File: src/rtl/atmega_pll_seq_if.sv
// IO-bus bundle between a bus master (CPU or sequencer) and a register slave.
// rdata is combinational from the slave, valid in the same cycle as rd.
interface atmega_pll_seq_if #(
   parameter int ADDR_W = 16
);
   logic [ADDR_W-1:0] addr;
   logic              wr;
   logic              rd;
   logic [7:0]        wdata;
   logic [7:0]        rdata;

   modport master (output addr, output wr, output rd, output wdata, input rdata);
   modport slave  (input addr, input wr, input rd, input wdata, output rdata);
endinterface

File: src/rtl/atmega_pll_seq.sv
// PLL bring-up/shutdown sequencer. It owns the PLL IO bus while sequencing
// and passes CPU accesses through while idle or locked.
module atmega_pll_seq #(
   parameter int                           BUS_ADDR_DATA_LEN = 16,
   parameter logic [BUS_ADDR_DATA_LEN-1:0] PLLCSR_ADDR       = 'h29,
   parameter logic [BUS_ADDR_DATA_LEN-1:0] PLLFRQ_ADDR       = 'h32,
   parameter int                           LOCK_TIMEOUT      = 1024
) (
   input  logic       clk,
   input  logic       rst,
   input  logic       start,
   input  logic       stop,
   input  logic [3:0] frq_sel,
   input  logic [1:0] tim_sel,
   input  logic       usb_div2,
   output logic       busy,
   output logic       locked,
   output logic       err,
   output logic       cpu_stall,
   atmega_pll_seq_if.slave  cpu,
   atmega_pll_seq_if.master pll
);

   localparam int CNT_W = (LOCK_TIMEOUT > 1) ? $clog2(LOCK_TIMEOUT) : 1;
   localparam logic [CNT_W-1:0] CNT_INIT = CNT_W'(LOCK_TIMEOUT - 1);

   typedef enum logic [2:0] {
      IDLE, WR_FRQ, WR_CSR, POLL, WR_TIM, LOCKED, CLR_TIM, CLR_CSR
   } state_t;

   state_t           state, state_nxt;
   logic [3:0]       cfg_frq;
   logic [1:0]       cfg_tim;
   logic             cfg_usb;
   logic [CNT_W-1:0] cnt;

   logic             cfg_load, err_clr, err_set, cnt_load, cnt_dec;
   logic                         fsm_wr, fsm_rd;
   logic [BUS_ADDR_DATA_LEN-1:0] fsm_addr;
   logic [7:0]                   fsm_wdata;
   logic [7:0]                   frq_word, tim_word;

   // The timer-select field stays 00 until the PLL has locked.
   assign frq_word = {1'b0, cfg_usb, 2'b00, cfg_frq};
   assign tim_word = {1'b0, cfg_usb, cfg_tim, cfg_frq};

   always_ff @(posedge clk or negedge rst) begin
      if (!rst) begin
         state   <= IDLE;
         cfg_frq <= '0;
         cfg_tim <= '0;
         cfg_usb <= 1'b0;
         cnt     <= '0;
         err     <= 1'b0;
      end else begin
         state <= state_nxt;
         if (cfg_load) begin
            cfg_frq <= frq_sel;
            cfg_tim <= tim_sel;
            cfg_usb <= usb_div2;
         end
         if (cnt_load)     cnt <= CNT_INIT;
         else if (cnt_dec) cnt <= cnt - 1'b1;
         if (err_clr)      err <= 1'b0;
         else if (err_set) err <= 1'b1;
      end
   end

   always_comb begin
      // NOTE: every output of this block gets a default first so no path infers a latch.
      state_nxt = state;
      cfg_load  = 1'b0;
      err_clr   = 1'b0;
      err_set   = 1'b0;
      cnt_load  = 1'b0;
      cnt_dec   = 1'b0;
      fsm_wr    = 1'b0;
      fsm_rd    = 1'b0;
      fsm_addr  = PLLCSR_ADDR;
      fsm_wdata = 8'h00;
      unique case (state)
         IDLE: begin
            if (stop) begin
               state_nxt = CLR_TIM;
            end else if (start) begin
               cfg_load  = 1'b1;
               err_clr   = 1'b1;
               state_nxt = WR_FRQ;
            end
         end
         WR_FRQ: begin
            fsm_wr    = 1'b1;
            fsm_addr  = PLLFRQ_ADDR;
            fsm_wdata = frq_word;
            cnt_load  = 1'b1;
            state_nxt = stop ? CLR_TIM : WR_CSR;
         end
         WR_CSR: begin
            fsm_wr    = 1'b1;
            fsm_wdata = 8'h02;
            state_nxt = stop ? CLR_TIM : POLL;
         end
         POLL: begin
            fsm_rd = 1'b1;
            // An abort takes priority over both lock and timeout.
            if (stop) begin
               state_nxt = CLR_TIM;
            end else if (pll.rdata[0]) begin
               state_nxt = WR_TIM;
            end else if (cnt == '0) begin
               err_set   = 1'b1;
               state_nxt = CLR_CSR;
            end else begin
               cnt_dec = 1'b1;
            end
         end
         WR_TIM: begin
            fsm_wr    = 1'b1;
            fsm_addr  = PLLFRQ_ADDR;
            fsm_wdata = tim_word;
            state_nxt = stop ? CLR_TIM : LOCKED;
         end
         LOCKED: begin
            if (stop) state_nxt = CLR_TIM;
         end
         CLR_TIM: begin
            fsm_wr    = 1'b1;
            fsm_addr  = PLLFRQ_ADDR;
            fsm_wdata = frq_word;
            state_nxt = CLR_CSR;
         end
         CLR_CSR: begin
            fsm_wr    = 1'b1;
            state_nxt = IDLE;
         end
         default: state_nxt = IDLE;
      endcase
   end

   assign busy      = (state != IDLE) && (state != LOCKED);
   assign locked    = (state == LOCKED);
   assign cpu_stall = busy & (cpu.wr | cpu.rd);

   assign pll.addr  = busy ? fsm_addr  : cpu.addr;
   assign pll.wr    = busy ? fsm_wr    : cpu.wr;
   assign pll.rd    = busy ? fsm_rd    : cpu.rd;
   assign pll.wdata = busy ? fsm_wdata : cpu.wdata;
   assign cpu.rdata = pll.rdata;

endmodule

File: src/flat_wrapper.sv
// flat-port wrapper written by rule: the top's interface ports become plain ports
module atmega_pll_seq_flat 
#(
   parameter int                           BUS_ADDR_DATA_LEN = 16,
   parameter logic [BUS_ADDR_DATA_LEN-1:0] PLLCSR_ADDR       = 'h29,
   parameter logic [BUS_ADDR_DATA_LEN-1:0] PLLFRQ_ADDR       = 'h32,
   parameter int                           LOCK_TIMEOUT      = 1024
)
  (clk, rst, start, stop, frq_sel, tim_sel, usb_div2, busy, locked, err, cpu_stall, cpu_addr, cpu_wr, cpu_rd, cpu_wdata, cpu_rdata, pll_addr, pll_wr, pll_rd, pll_wdata, pll_rdata);
  atmega_pll_seq_if #(.ADDR_W(16)) cpu_i ();
  atmega_pll_seq_if #(.ADDR_W(16)) pll_i ();
  input  logic clk;
  input  logic rst;
  input  logic start;
  input  logic stop;
  input  logic [3:0] frq_sel;
  input  logic [1:0] tim_sel;
  input  logic usb_div2;
  output logic busy;
  output logic locked;
  output logic err;
  output logic cpu_stall;
  input wire logic [$bits(cpu_i.addr)-1:0] cpu_addr;
  input wire logic [$bits(cpu_i.wr)-1:0] cpu_wr;
  input wire logic [$bits(cpu_i.rd)-1:0] cpu_rd;
  input wire logic [$bits(cpu_i.wdata)-1:0] cpu_wdata;
  output wire logic [$bits(cpu_i.rdata)-1:0] cpu_rdata;
  output wire logic [$bits(pll_i.addr)-1:0] pll_addr;
  output wire logic [$bits(pll_i.wr)-1:0] pll_wr;
  output wire logic [$bits(pll_i.rd)-1:0] pll_rd;
  output wire logic [$bits(pll_i.wdata)-1:0] pll_wdata;
  input wire logic [$bits(pll_i.rdata)-1:0] pll_rdata;
  assign cpu_i.addr = cpu_addr;
  assign cpu_i.wr = cpu_wr;
  assign cpu_i.rd = cpu_rd;
  assign cpu_i.wdata = cpu_wdata;
  assign cpu_rdata = cpu_i.rdata;
  assign pll_addr = pll_i.addr;
  assign pll_wr = pll_i.wr;
  assign pll_rd = pll_i.rd;
  assign pll_wdata = pll_i.wdata;
  assign pll_i.rdata = pll_rdata;
  atmega_pll_seq #(.BUS_ADDR_DATA_LEN(BUS_ADDR_DATA_LEN), .PLLCSR_ADDR(PLLCSR_ADDR), .PLLFRQ_ADDR(PLLFRQ_ADDR), .LOCK_TIMEOUT(LOCK_TIMEOUT)) u_core (.clk(clk), .rst(rst), .start(start), .stop(stop), .frq_sel(frq_sel), .tim_sel(tim_sel), .usb_div2(usb_div2), .busy(busy), .locked(locked), .err(err), .cpu_stall(cpu_stall), .cpu(cpu_i), .pll(pll_i));
endmodule
File: config.mk
export PLATFORM = sky130hd
export DESIGN_NAME = atmega_pll_seq_flat
export DESIGN_NICKNAME = d
export VERILOG_FILES = /design/src/rtl/atmega_pll_seq_if.sv /design/src/rtl/atmega_pll_seq.sv /design/src/flat_wrapper.sv
export SDC_FILE = /design/constraint.sdc
export NUM_CORES = 1
export LEC_CHECK = 0
export BUFFER_PORTS_ARGS = -buffer_cell sky130_fd_sc_hd__buf_2
export CORE_ASPECT_RATIO = 1.25
export CORE_MARGIN = 3
export CORE_UTILIZATION = 49
export DETAILED_ROUTE_END_ITERATION = 12
export PLACE_DENSITY = 0.86
export RECOVER_POWER = 50
export REMOVE_ABC_BUFFERS = 1
export SYNTH_ARGS = -nofsm -noshare
export SYNTH_HDL_FRONTEND = slang
export SYNTH_SLANG_ARGS = --single-unit
export TNS_END_PERCENT = 10
File: constraint.sdc
create_clock -name clk -period 3.26 [get_ports clk]
set_clock_uncertainty 0.1 [all_clocks]
set_input_delay 0.652 -clock clk [delete_from_list [all_inputs] [get_ports clk]]
set_output_delay 0.652 -clock clk [all_outputs]
set_load 0.05 [all_outputs]
**Word-level counts from Yosys, hierarchy flattened**

Cells that the tools add are included.

- Output and inout port bits: 38
- Register bits: 21
- Input port bits: 45

- Add/subtract/negate cells: 1
- Equal/unequal tests: 11
- Multiplexer cells: 34
- Reduce and logical (&&, ||, !) cells: 10
- Bitwise gates (word level): 2

Operator list:

| kind | count |
|---|---|
| 2-to-1 mux 3 bit | 8 |
| one-hot mux 3 bit (8 select lines) | 1 |
| one-hot mux 7 bit (3 select lines) | 1 |
| 2-to-1 mux 10 bit | 2 |
| 2-to-1 mux 1 bit | 18 |
| 2-to-1 mux 16 bit | 1 |
| == test 3 bit (second input constant) | 4 |
| zero test 10 bit | 1 |
| subtractor 10 x 1 -> 10 bit (second input constant) | 1 |
| 2-to-1 mux 8 bit | 1 |
| == test 3 x 2 -> 1 bit (second input constant) | 2 |
| inequality test 3 bit (second input constant) | 2 |
| 2-to-1 mux 5 bit | 1 |
| OR reduction 5 bit | 1 |
| inequality test 4 x 3 -> 1 bit (second input constant) | 1 |
| nonzero test 2 bit | 2 |
| == test 3 x 1 -> 1 bit (second input constant) | 1 |
| zero test 3 bit | 1 |
| AND reduction 3 bit | 1 |
| nonzero test 3 bit | 1 |
| OR reduction 3 bit | 1 |
| 2-to-1 mux 2 bit | 1 |
| inequality test 2 bit (second input constant) | 1 |
| OR reduction 2 bit | 1 |
| other kinds (3) | 3 |

**Depth between registers and ports, before layout**

- Depth after elaboration: 7
- Gate-level depth with buffers: 8
- Gate-level depth less buffers: 6

**Least setup slack after synthesis**

Ideal clock, no wire load.

- Path kind: register -> output
- Start: reg u_core.state[0]
- End: out pll_wdata[1]
- Path slack: 0.369 ns
- Stages on the path, launching flop included: 6
- Arrival time: 2.139 ns
- Data required time: 2.508 ns
- Path buffers: 1
- Cells stage by stage: dfrtp_1 -> clkbuf_1 -> nor3_1 -> a21oi_1 -> nor2_1 -> a211oi_1

- Longest elaborated chain between the ends: 4
- Elaborated cells on any way between the ends: 10
- Classes of those cells: 5 x eq/ne; 2 x mux; 3 x reduce/logical

RTL lines:

| what | line | RTL |
|---|---|---|
| start, declared | atmega_pll_seq.sv:31 | `state_t state, state_nxt;` |
| start signal, assigned | atmega_pll_seq.sv:56 | `state <= state_nxt;` |
| == test 3 x 1 -> 1 bit or == test 3 bit (tied branches) | atmega_pll_seq.sv:81 | `unique case (state)` |
| OR reduction 2 bit (no source line) | n/a |  |
| one-hot mux 7 bit (3 select lines) | atmega_pll_seq.sv:81 |  |
| 2-to-1 mux 8 bit (*) | atmega_pll_seq.sv:147 | `assign pll.wdata = busy ? fsm_wdata : cpu.wdata;` |
| end, declared | flat_wrapper.sv:31 | `output wire logic [$bits(pll_i.wdata)-1:0] pll_wdata;` |

Mark *: on every way between the ends. The rest lies on a longest branch, timed or not.

**Worst setup path in the final report**

- Start: reg u_core.state[2]
- End: out pll_wdata[1]

The elaborated chain is that of the path after synthesis.

==> summary.txt <==
Synth
  • Area share of the largest cell type after synthesis: 33.3%
  • #FFs+latches synth: 21
  • Synth Warn #: 0
  • Synth area leaders: dfrtp_1 (33%), mux2_2 (6.4%), and2_1 (6.3%), mux2i_1 (5.1%), nor2_1 (4.3%)
  • Asr flop ratio synth: 100%
  • Cell taking the most area after synthesis: dfrtp_1
  • Post-synthesis area per instance: just over 8 um^2
  • Synth cell types: 39
  • Post-synthesis sequential area ratio: 33.3%
  • Cell area after synthesis: 1580 um^2
  • Main flop type after synthesis: dfrtp_1
  • Post-synth EDFFs: 0
  • Synth Instances: 190
  • Most common cell in the netlist: dfrtp_1
  • List of most frequent post-synthesis cells: dfrtp_1 (21), nor2_1 (18), and2_1 (16), o21ai_0 (11)

STA
  • Fin. max-slew vios: 0
  • Final period util: 85.1%
  • RSZ-0062 raised after global routing: no
  • Final setup viols: 0
  • Least-Margin Pin Slew: 1130 ps
  • Final Hold Viols: 0
  • TNS Setup: 0 ps
  • Max transition margin: 24.8%
  • Period minus WS final: approximately 2800 ps
  • Final worst slack: 487 ps
  • Maximum clock rate: 361 MHz

Global routing
  • GR Util All Layers: between 10% and 20%
  • First-pass GRT wire length: ~6500 um
  • GRT overflow: 0
  • Largest net degree at the start of global routing: 22
  • Vias in the first global route: around 1500
  • Initial antenna violation count: 0

Min path
  • Hold Path Cell Cnt: 1
  • Min-delay src: u_core.cfg_tim[0]
  • Hold Path End: u_core.cfg_tim[0]
  • Min-delay worst type: register to register

Placement
  • Post-place setup slack: 865 ps
  • IO Port Bufs: 68
  • Hpwl dp: between 3000 and 4000 um
  • Post-placement cell count: 280
  • Cell Area, Placed: 1890 um^2
  • GP Congestion: approximately 0.84

Worst setup path
  • CP required: 2510 ps
  • Crit-path cells: clkbuf_1 -> nor2_1 -> a211oi_1 -> buf_2
  • Critical path startpoint category: register
  • Crit path kind: register to primary output
  • R2R setup slack: 880 ps
  • CP peak stage delay: approximately 640 ps
  • Reg2Reg Depth: 6
  • Worst r2r dst: u_core.cnt[2]
  • CP Capture Type: primary output
  • Crit Path Max Fanout: 15
  • CP max-delay cell: dfrtp_1
  • Crit path DAT: between 2000 and 2500 ps
  • Worst r2r src: u_core.cnt[0]

Finish
  • Final cell area excluding filler cells: around 1900 um^2
  • Layout Utilization: 63.7%
  • Area of the multi-input gates: approximately 920 um^2
  • Storage cell area: 526 um^2
  • Fillers: 261
  • Final Non-Filler Cells: roughly 280
  • Diode count: 0
  • Nets: 295
  • Layout cells sized above 1: between 30 and 40%
  • Area growth, synth to finish: 21.0%

Route
  • Antenna Nets Post-Route: 0
  • Vias: 1617
  • Avg WL per Cell: 14.1 um
  • Via/cell ratio: 5.69
  • DR DRC count: 0
  • Pre-Repair DR Iteration Count: 4
  • Initial DRC count: 57
  • Routed WL: 4000 um

CTS
  • CTS buffer count: 3
  • Longest Clk Path Bufs: 2
  • Worst skew pair latency: 300 ps
  • Buffer count from post-CTS setup fixing: 0
  • Total clock sinks: 21
  • CTS HTree Levels: 1
  • Post-cts resize count: 0
  • Clk root buf: clkbuf_4
  • Worst-path clk slew: 110 ps
  • CTS Hold Bufs: 0
  • CTS tree: done

Power and ir drop
  • Peak VDD IR: roughly 790 uV
  • Leakage: 0.884 nW
  • Pwr per Cell Area: 1040 nW/um^2

Floorplan
  • Rows: 22
  • Core box area: 3000 um^2
  • Chip width: 56.8 um
  • Boundary Pins: 83
  • Die ar.: 3950 um^2
  • Initial Utilization: 52.7%
  • Die Ht: 69.5 um

Status
  • Status: complete, no violations

Job
  • Max Cap Viol: 0
## per-stage QoR
stage	hold slack [ps]	total power, W
floorplan	256	0.00153
global placement	386	0.00184
detailed placement	390	0.00187
CTS	195	0.00199
global route	435	0.00210
finish	419	0.00198
## logic make-up after synthesis
| logic type | after synthesis | synth area share, % |
|---|---|---|
| AOI/OAI and AO/OA | 44 | 17.6 |
| muxes | 17 | 11.5 |
| adders and majority gates | 1 | 0.792 |
| buffers and inverters | 27 | 8.63 |
| and+or+nand+nor | 80 | 28.3 |
| DFF | 21 | 33.3 |
## metal layers
metal	vias up	global-route usage, %	wire length (um)
met5	-	0	0
li1	789	-	-
met4	0	6.70	48
met2	77	32.8	1980
met1	745	24.4	1590
met3	6	5.21	378
## final cells by class
class,instances,share of cell area (%)
timing repair buffer,72,19.0
inverter,9,1.77
sequential,21,27.5
clock buffer,4,1.37
multi-input combinational,142,48.0
tap,36,2.36
## sequential cells by signal, indices dropped and copies added (netlist names)
name,cells
u_core.cfg_frq,4
u_core.err,1
u_core.cfg_usb,1
u_core.cfg_tim,2
u_core.cnt,10
u_core.state,3
## where the power goes
group / leakage, nW / switching (W) / total (W) / internal [W]
logic: 0.641 / 0.000971 / 0.00138 / 0.000407
registers: 0.228 / 0.000137 / 0.000482 / 0.000345
clock network: 0.0150 / 0.0000770 / 0.000125 / 0.0000477
total: 0.884 / 0.00118 / 0.00198 / 0.000799
## layout by cell type (no fill, tap or decap), drive strengths merged, types with 2 or more instances in the layout
master / netlist / final
o31ai: 3 / 3
a21oi: 10 / 10
nand2b: 4 / 4
a311oi: 3 / 3
o211ai: 2 / 2
nand2: 10 / 10
mux2i: 8 / 8
and2: 16 / 16
inv: 9 / 9
clkbuf: 6 / 8
nor2b: 4 / 4
nand3: 3 / 3
o2bb2ai: 5 / 5
buf: 12 / 68
nor4: 4 / 4
o21ai: 12 / 12
or4: 5 / 5
a22oi: 2 / 2
dfrtp: 21 / 21
mux2: 9 / 9
nor3: 7 / 7
nor2: 18 / 18
nand4: 2 / 2
a31oi: 6 / 6
## critical path: cells and delay by family (launching register included)
| kind | cells | cell delay (ps) |
|---|---|---|
| AND/OR/NAND/NOR | 1 | 110 |
| AO/OA/AOI/OAI | 1 | 210 |
| buffers and inverters | 2 | 760 |
| flip-flops | 1 | 640 |
## worst max-delay path by stage
stage	from	endpoint	slack [ps]	cells after the start
4_1_cts	u_core.state[1]	pll_rd	520	4
5_1_grt	u_core.state[1]	pll_rd	350	4
6_report	u_core.state[2]	pll_wdata[1]	490	4
2_1_floorplan	u_core.state[0]	pll_wdata[1]	310	4
3_3_place_gp	u_core.state[1]	pll_rd	940	4
3_5_place_dp	u_core.state[1]	pll_rd	870	4
Power figures use the tool's default switching activity.
